### src/rtl/sprite_anim_renderer.sv
// sprite_anim_renderer
// Places one multi-frame palettised sprite at a programmable screen position.
// Two-stage pipeline: stage 1 registers the sprite ROM address, stage 2 registers the RGB.
// Optional feature macro: SPRITE_FLIP_EN (honour flip_h for horizontal mirroring).
//
// Ports:
//   vga_clk, reset_n              pixel clock, async active-low reset
//   DrawX, DrawY, blank           current pixel and visible-region flag
//   frame_tick                    one pulse per video frame
//   pos_x, pos_y                  requested sprite top-left (latched on frame_tick)
//   anim_en, anim_restart         animation advance enable / return to frame 0
//   flip_h                        horizontal mirror (SPRITE_FLIP_EN only)
//   bg_red/green/blue             background colour
//   rom_address / rom_q           sprite ROM address out / palette index in
//   palette_index                 pass-through of rom_q to the palette
//   palette_red/green/blue        palette colour for palette_index
//   red, green, blue, sprite_hit  registered pixel output
module sprite_anim_renderer #(
    parameter int unsigned SPR_W       = 50,
    parameter int unsigned SPR_H       = 64,
    parameter int unsigned NUM_FRAMES  = 4,
    parameter int unsigned IDX_W       = 3,
    parameter int unsigned FRAME_TICKS = 8,
    parameter int unsigned ADDR_W      = 14
) (
    input  logic              vga_clk,
    input  logic              reset_n,
    input  logic [9:0]        DrawX,
    input  logic [9:0]        DrawY,
    input  logic              blank,
    input  logic              frame_tick,
    input  logic [9:0]        pos_x,
    input  logic [9:0]        pos_y,
    input  logic              anim_en,
    input  logic              anim_restart,
    input  logic              flip_h,
    input  logic [3:0]        bg_red,
    input  logic [3:0]        bg_green,
    input  logic [3:0]        bg_blue,
    output logic [ADDR_W-1:0] rom_address,
    input  logic [IDX_W-1:0]  rom_q,
    output logic [IDX_W-1:0]  palette_index,
    input  logic [3:0]        palette_red,
    input  logic [3:0]        palette_green,
    input  logic [3:0]        palette_blue,
    output logic [3:0]        red,
    output logic [3:0]        green,
    output logic [3:0]        blue,
    output logic              sprite_hit
);

    localparam int unsigned FRAME_CW = (NUM_FRAMES > 1) ? $clog2(NUM_FRAMES) : 1;
    localparam int unsigned TICK_CW  = (FRAME_TICKS > 1) ? $clog2(FRAME_TICKS) : 1;
    localparam int unsigned FRAME_SZ = SPR_W * SPR_H;

    logic [9:0]          r_cur_x;
    logic [9:0]          r_cur_y;
    logic [FRAME_CW-1:0] r_frame;
    logic [TICK_CW-1:0]  r_tick_cnt;
    logic [ADDR_W-1:0]   r_rom_address;
    logic                r_hit_d;
    logic                r_blank_d;
    logic [3:0]          r_red;
    logic [3:0]          r_green;
    logic [3:0]          r_blue;
    logic                r_sprite_hit;

    logic [10:0]         w_x_lo;
    logic [10:0]         w_x_hi;
    logic [10:0]         w_y_lo;
    logic [10:0]         w_y_hi;
    logic                w_hit;
    logic [9:0]          w_lx_raw;
    logic [9:0]          w_lx;
    logic [9:0]          w_ly;
    logic [ADDR_W-1:0]   w_addr;

    // Hit window in 11 bits so a sprite near the right/bottom edge clips instead of wrapping
    assign w_x_lo = {1'b0, r_cur_x};
    assign w_x_hi = w_x_lo + 11'(SPR_W);
    assign w_y_lo = {1'b0, r_cur_y};
    assign w_y_hi = w_y_lo + 11'(SPR_H);
    assign w_hit  = ({1'b0, DrawX} >= w_x_lo) && ({1'b0, DrawX} < w_x_hi) &&
                    ({1'b0, DrawY} >= w_y_lo) && ({1'b0, DrawY} < w_y_hi);

    assign w_lx_raw = DrawX - r_cur_x;
    assign w_ly     = DrawY - r_cur_y;

`ifdef SPRITE_FLIP_EN
    assign w_lx = flip_h ? (10'(SPR_W - 1) - w_lx_raw) : w_lx_raw;
`else
    logic w_unused_flip;
    assign w_unused_flip = flip_h;
    assign w_lx          = w_lx_raw;
`endif

    // Frames are stored back-to-back, each row-major
    assign w_addr = ADDR_W'(r_frame) * ADDR_W'(FRAME_SZ)
                  + ADDR_W'(w_ly) * ADDR_W'(SPR_W)
                  + ADDR_W'(w_lx);

    // Position latch and animation timebase; restart overrides a same-tick advance
    always_ff @(posedge vga_clk or negedge reset_n) begin
        if (!reset_n) begin
            r_cur_x    <= '0;
            r_cur_y    <= '0;
            r_frame    <= '0;
            r_tick_cnt <= '0;
        end else begin
            if (frame_tick) begin
                r_cur_x <= pos_x;
                r_cur_y <= pos_y;
            end
            if (anim_restart) begin
                r_frame    <= '0;
                r_tick_cnt <= '0;
            end else if (frame_tick && anim_en) begin
                if (r_tick_cnt == TICK_CW'(FRAME_TICKS - 1)) begin
                    r_tick_cnt <= '0;
                    r_frame    <= (r_frame == FRAME_CW'(NUM_FRAMES - 1)) ? '0 : r_frame + 1'b1;
                end else begin
                    r_tick_cnt <= r_tick_cnt + 1'b1;
                end
            end
        end
    end

    // Stage 1: ROM address and qualifiers
    always_ff @(posedge vga_clk or negedge reset_n) begin
        if (!reset_n) begin
            r_rom_address <= '0;
            r_hit_d       <= 1'b0;
            r_blank_d     <= 1'b0;
        end else begin
            r_rom_address <= w_hit ? w_addr : '0;
            r_hit_d       <= w_hit;
            r_blank_d     <= blank;
        end
    end

    // Stage 2: colour select; index 0 is transparent
    always_ff @(posedge vga_clk or negedge reset_n) begin
        if (!reset_n) begin
            r_red        <= '0;
            r_green      <= '0;
            r_blue       <= '0;
            r_sprite_hit <= 1'b0;
        end else if (!r_blank_d) begin
            r_red        <= '0;
            r_green      <= '0;
            r_blue       <= '0;
            r_sprite_hit <= 1'b0;
        end else if (r_hit_d && (rom_q != '0)) begin
            r_red        <= palette_red;
            r_green      <= palette_green;
            r_blue       <= palette_blue;
            r_sprite_hit <= 1'b1;
        end else begin
            r_red        <= bg_red;
            r_green      <= bg_green;
            r_blue       <= bg_blue;
            r_sprite_hit <= 1'b0;
        end
    end

    assign rom_address   = r_rom_address;
    assign palette_index = rom_q;
    assign red           = r_red;
    assign green         = r_green;
    assign blue          = r_blue;
    assign sprite_hit    = r_sprite_hit;

endmodule

### config.mk
export PLATFORM = sky130hd
export DESIGN_NAME = sprite_anim_renderer
export DESIGN_NICKNAME = d
export VERILOG_FILES = /design/src/rtl/sprite_anim_renderer.sv
export SDC_FILE = /design/constraint.sdc
export NUM_CORES = 1
export LEC_CHECK = 0
export BUFFER_PORTS_ARGS = -buffer_cell sky130_fd_sc_hd__clkbuf_2
export CORE_MARGIN = 3
export CORE_UTILIZATION = 50
export CTS_CLUSTER_DIAMETER = 100
export DETAILED_ROUTE_END_ITERATION = 8
export PLACE_DENSITY = 0.77
export SYNTH_ARGS = -nofsm -noshare
export SYNTH_HDL_FRONTEND = slang
export SYNTH_SLANG_ARGS = --single-unit
### constraint.sdc
create_clock -name vga_clk -period 5.3 [get_ports vga_clk]
set_input_delay 0.53 -clock vga_clk [delete_from_list [all_inputs] [get_ports vga_clk]]
set_output_delay 0.53 -clock vga_clk [all_outputs]
set_load 0.02 [all_outputs]
[After elaboration in Yosys (flattened, before gate mapping)]
Index checks and enable logic that the tools add are counted.
Storage, ports and cells
  input port bits: 74
  output and inout port bits: 30
  bits in registers: 54
Cells by class
  multiply operators: 2
  multiplexer cells: 16
  $lt $le $gt $ge: 4
  reduce and logical (&&, ||, !) cells: 9
  equality and inequality tests: 2
  $add $sub $neg: 8
Operators by type and width (number)
  $mux 4: 6
  $lt 10x11->1: 2
  $ge 10x10->1: 2
  $sub 10x10->10: 2
  $add 14x10->14: 1
  $add 14x14->14: 1
  $mux 14: 1
  $mul 10x5->13 const B: 1
  $add 10x6->11 const B: 1
  $add 10x7->11 const B: 1
  $mux 3: 3
  $mux 2: 4
  $mul 2x5->7 const B: 1
  $logic_and 1x1->1: 5
  $reduce_bool 2->1: 2
  $add 3x1->3 const B: 1
  $eq 3x3->1 const B: 1
  $reduce_bool 3->1: 1
  $add 2x1->2 const B: 1
  $eq 2x2->1 const B: 1
  $mux 1: 2
  $reduce_and 2->1: 1

[Logic depth before layout (Yosys ltp)]
  depth after elaboration: 6
  mapped depth: 26

[Least setup slack after synthesis]
Ideal clock, no wire load.
  kind: input to register
  start point: input port DrawY[0]
  end point: register r_rom_address[13], in the netlist rom_address[13]
  arrival: 5.056 ns
  stages: 24
  slack: 0.108 ns
  library setup time: 0.136 ns
  cell sequence: inv_1 ha_1 inv_1 fa_1 a21o_1 a21oi_1 xnor2_1 ha_1 ha_1 inv_1 fa_1 inv_1 ha_1 inv_1 o21bai_1 a21oi_1 xnor2_1 ha_1 ha_1 and4_1 a221oi_1 o21ai_0 xnor3_1 nor2_1
Between the ends
  word-level cells in the longest chain between the ends: 5
  elaborated cells on any way between the ends: 9
Ends and longest elaborated chain
  start, declared: line 29  | input logic [9:0] DrawY,
  $sub 10x10->10: line 87  | assign w_ly = DrawY - r_cur_y;
  $mul 10x5->13: line 99  | + ADDR_W'(w_ly) * ADDR_W'(SPR_W)
  $add 14x14->14: line 99
  $add 14x10->14: line 100  | + ADDR_W'(w_lx);
  $mux 14 *: line 135  | r_rom_address <= w_hit ? w_addr : '0;
  end signal, assigned: line 135
  end, declared: line 60  | logic [ADDR_W-1:0] r_rom_address;
Mark *: on every way between the ends. The rest lies on a longest branch, timed or not.
A chain may end at the register's enable or synchronous reset.

[Worst setup path after layout]
  start point: register r_cur_y[1]
  end point: register r_rom_address[13], in the netlist rom_address[13]
Between the ends
  word-level cells in the longest chain between the ends: 5
  elaborated cells on any way between the ends: 10
Ends and longest elaborated chain
  start, declared: line 57  | logic [9:0] r_cur_y;
  start signal, assigned: line 112  | r_cur_y <= pos_y;
  $sub 10x10->10: line 87
  $mul 10x5->13: line 99
  $add 14x14->14: line 99
  $add 14x10->14: line 100
  $mux 14 *: line 135
Marked as above.

==> flow_summary.rst <==
.. list-table::
   :header-rows: 1

   * - Metric
     - Value
   * - Synthesized netlist net count
     - 692
   * - Final core utilization
     - 64.1%
   * - CP required
     - 5.56 ns
   * - Wire length reported by the detailed router
     - 10.3 mm
   * - Smallest setup slack after layout
     - 0.343 ns
   * - Global route overflow
     - 0
   * - Most frequent standard cell in the layout excluding fill and tap cells
     - sky130_fd_sc_hd__clkbuf_2
   * - Ys async rst share
     - 100%
   * - Total via count after detailed routing
     - 3962
   * - Start-to-end type of the worst setup path
     - reg2reg
   * - Met1 routed wirelength after detailed routing
     - 4.66 mm
   * - Die Ht
     - 104 µm
   * - Worst min-delay path category
     - in2async
   * - Area Overhead vs Synth
     - 21.1%
   * - Pin slew with the least headroom to its limit
     - 0.710 ns
   * - Count of non-filler cells in the finished layout
     - 773
   * - Wire length of the first global-routing pass
     - 17.7 mm
   * - Number of cells produced by synthesis
     - 519
   * - Worst Path Arrival
     - 5.22 ns
   * - Placed wire-length estimate
     - 8.69 mm
   * - Distinct cells, synth
     - 51
   * - Area of the core
     - 8980 µm²
   * - DR pass1 iterations
     - 4
   * - Post-layout minimum cycle time
     - 4.96 ns
   * - Syn_area_per_cell
     - 9.16 µm²
   * - Max Clock Freq
     - 0.202 GHz
   * - Largest cells by area after synthesis
     - sky130_fd_sc_hd__dfrtp_1 (28%), sky130_fd_sc_hd__ha_1 (23%), sky130_fd_sc_hd__xnor2_1 (5.3%), sky130_fd_sc_hd__inv_1 (5.0%), sky130_fd_sc_hd__nand2_1 (4.9%)
   * - Netlist Area Pre-Place
     - 4750 µm²
   * - # rows
     - 34
   * - Proportion of layout cells with a drive suffix above 1
     - 24.3%
   * - DR top layer
     - met4
   * - GP Congestion
     - 0.868
   * - Iteration-0 DRC Markers
     - 92
   * - Crit end category
     - flip-flop
   * - P per Cell Area
     - 703 nW/µm²
   * - Number of max-slew violations in the final report
     - 0
   * - Yosys top cell by area
     - sky130_fd_sc_hd__dfrtp_1
   * - Number of sinks handled by clock tree synthesis
     - 54
   * - Post-detailed-route count of antenna-violating nets
     - 0
   * - Initial Utilization
     - 53.0%
   * - Layout net count
     - 819
   * - Die outline width
     - 104 µm
   * - Area share of the largest cell type after synthesis
     - 28.4%
   * - Fin crit share
     - 93.5%
   * - Cell at the root of the clock tree
     - sky130_fd_sc_hd__clkbuf_8
   * - Routed wire length on met3
     - 309 µm
   * - Most used cells in the layout excluding fill and tap cells
     - sky130_fd_sc_hd__clkbuf_2 (102), sky130_fd_sc_hd__ha_1 (86), sky130_fd_sc_hd__nand2_1 (62), sky130_fd_sc_hd__inv_1 (61), sky130_fd_sc_hd__dfrtp_1 (54)
   * - FF+latch count, synth
     - 54
   * - Max Clock Skew
     - 0.0172 ns
   * - Die Footprint
     - 10700 µm²
   * - Largest net degree at the start of global routing
     - 55
   * - Max_cap viols
     - 0
   * - Vias in the first global route
     - 4012
   * - Leak
     - 0.00313 µW
   * - Total count of hold-check failures in the final report
     - 0
   * - Place WS
     - -0.189 ns
   * - DRC violation count after routing
     - 0
   * - Worst slack on hold paths
     - 0.305 ns
   * - Worst IR drop on VDD
     - 482 µV
   * - Ant. Diodes
     - 0
   * - Final setup violation count
     - 0
   * - Average wire per cell in the routed design
     - 13.3 µm
   * - Register clock-pin slew on the reported worst setup and hold paths
     - 0.11 ns
   * - Combined global-route utilization of all metal layers
     - 19.6%
   * - Number of buffers created by CTS
     - 5
   * - Worst-path maximum fanout
     - 5
   * - Worst-case clock buffer depth
     - 2
   * - Run status
     - finished clean
   * - Yosys warns
     - 0
   * - Number of enable-type register cells in the synthesized netlist
     - 0
   * - Clock latency of the later-clocked register in the worst-skew pair
     - 0.32 ns
   * - Setup repair after global routing missed its margin
     - false
   * - Vias/cell
     - 5.13
   * - Number of ports placed on the die boundary
     - 104
   * - Critical path startpoint category
     - flip-flop
   * - Number of cells in the design after placement
     - 764
   * - Sum Neg Setup Slack
     - 0 ns
   * - Post-synth top flop
     - sky130_fd_sc_hd__dfrtp_1
   * - Clock tree from TritonCTS
     - built
   * - Number of buffers inserted by port buffering
     - 102
   * - H-tree depth
     - 2
   * - Number of antenna violations at the first check in global routing
     - 0
   * - Fraction of the yosys area taken by sequential cells
     - 28.4%
   * - Relative slew slack
     - 52.7%
   * - Routed length on met2
     - 5.15 mm
cells by family after synthesis:
kind of cell               Yosys count  synth area share [%]
and+or+nand+nor                    135                  13.1
AOI/OAI and AO/OA                  108                  14.7
adders and majority gates           99                  27.6
buffers and inverters               74                  6.08
DFF                                 54                  28.4
xor gates and xnor gates            45                  9.13
muxes                                4                 0.895
worst paths after layout:
| check | from | endpoint | slack [ns] | cells past startpoint |
|---|---|---|---|---|
| worst max-delay path | r_cur_y[1] | rom_address[13] | 0.34 | 25 |
| worst max register to register | r_cur_y[1] | rom_address[13] | 0.34 | 25 |
| max in group asynchronous | reset_n | r_cur_x[8] | 4.51 | 2 |
| min in group vga_clk | blank | r_blank_d | 0.32 | 1 |
| worst min register to register | r_cur_y[0] | r_cur_y[0] | 0.54 | 1 |
| worst min-delay path | reset_n | rom_address[13] | 0.31 | 2 |
layout make-up:
class	instances	area, µm²
clock buffers	6	82.6
clock inverters	2	38.8
fillers	771	3220
multi-input cells	391	3160
inverters	63	236
repair buffers	131	728
flip-flops and latches	54	1350
well taps	126	158
report_power, final:
group          switching, µW  total [µW]  internal (µW)
combinational           1590        3260           1670
sequential              19.9         479            460
clock                    148         304            156
total                   1760        4050           2290
metal layers:
layer,vias up,global-route usage [%]
li1,2022,-
met1,1849,24.6
met2,76,35.4
met3,15,2.67
met4,0,5.03
met5,-,0
cell usage after synthesis (4+ instances only):
library cell                n
sky130_fd_sc_hd__inv_1     63
sky130_fd_sc_hd__xor2_1    13
sky130_fd_sc_hd__ha_1      89
sky130_fd_sc_hd__a21o_1    15
sky130_fd_sc_hd__a21boi_0  13
sky130_fd_sc_hd__a21oi_1   25
sky130_fd_sc_hd__dfrtp_1   54
sky130_fd_sc_hd__a31oi_1    4
sky130_fd_sc_hd__nor3_1    10
sky130_fd_sc_hd__nand3_1    6
sky130_fd_sc_hd__nor2_1    28
sky130_fd_sc_hd__nand2_1   62
sky130_fd_sc_hd__o21ai_0   29
sky130_fd_sc_hd__nor2b_1    8
sky130_fd_sc_hd__clkbuf_1   8
sky130_fd_sc_hd__xnor2_1   29
sky130_fd_sc_hd__nand2b_1   4
sky130_fd_sc_hd__fa_1      10
registers in the layout, summed over array words and instances (netlist names), 2 cells and up:
register,flops
green,4
blue,4
r_frame,2
r_cur_y,10
rom_address,14
red,4
r_tick_cnt,3
r_cur_x,10
through the flow:
stage | cell area [µm²] | power (µW)
3_5_place_dp | 5580 | 3640
6_report | 5760 | 4050
2_1_floorplan | 4750 | 2700
3_3_place_gp | 5580 | 3520
4_1_cts | 5700 | 3970
5_1_grt | 5760 | 4570
critical path, stage by stage, from the launching register on:
cell,delay [ns]
sky130_fd_sc_hd__dfrtp_1,0.39
sky130_fd_sc_hd__inv_2,0.09
sky130_fd_sc_hd__ha_1,0.24
sky130_fd_sc_hd__nor2b_1,0.14
sky130_fd_sc_hd__o21a_1,0.19
sky130_fd_sc_hd__o211ai_1,0.24
sky130_fd_sc_hd__nand2b_1,0.12
sky130_fd_sc_hd__buf_4,0.16
sky130_fd_sc_hd__xor2_2,0.15
sky130_fd_sc_hd__ha_1,0.30
sky130_fd_sc_hd__ha_1,0.28
sky130_fd_sc_hd__inv_1,0.05
sky130_fd_sc_hd__fa_1,0.53
sky130_fd_sc_hd__inv_1,0.06
sky130_fd_sc_hd__ha_4,0.29
sky130_fd_sc_hd__inv_1,0.04
sky130_fd_sc_hd__o21bai_1,0.13
sky130_fd_sc_hd__a21oi_1,0.09
sky130_fd_sc_hd__xnor2_1,0.13
sky130_fd_sc_hd__ha_1,0.19
sky130_fd_sc_hd__xnor2_1,0.13
sky130_fd_sc_hd__xnor2_1,0.14
sky130_fd_sc_hd__xnor2_1,0.25
sky130_fd_sc_hd__xnor2_2,0.15
sky130_fd_sc_hd__xnor3_1,0.31
sky130_fd_sc_hd__nor2_1,0.09
what timing repair did:
item / in CTS / in global routing
endpoints found under the setup margin: 0 / 3
hold buffers: 0 / 0
endpoints found under the hold margin: 0 / 0
buffers inserted: 0 / 1
resized for setup: 0 / 13
Power figures use the tool's default switching activity.
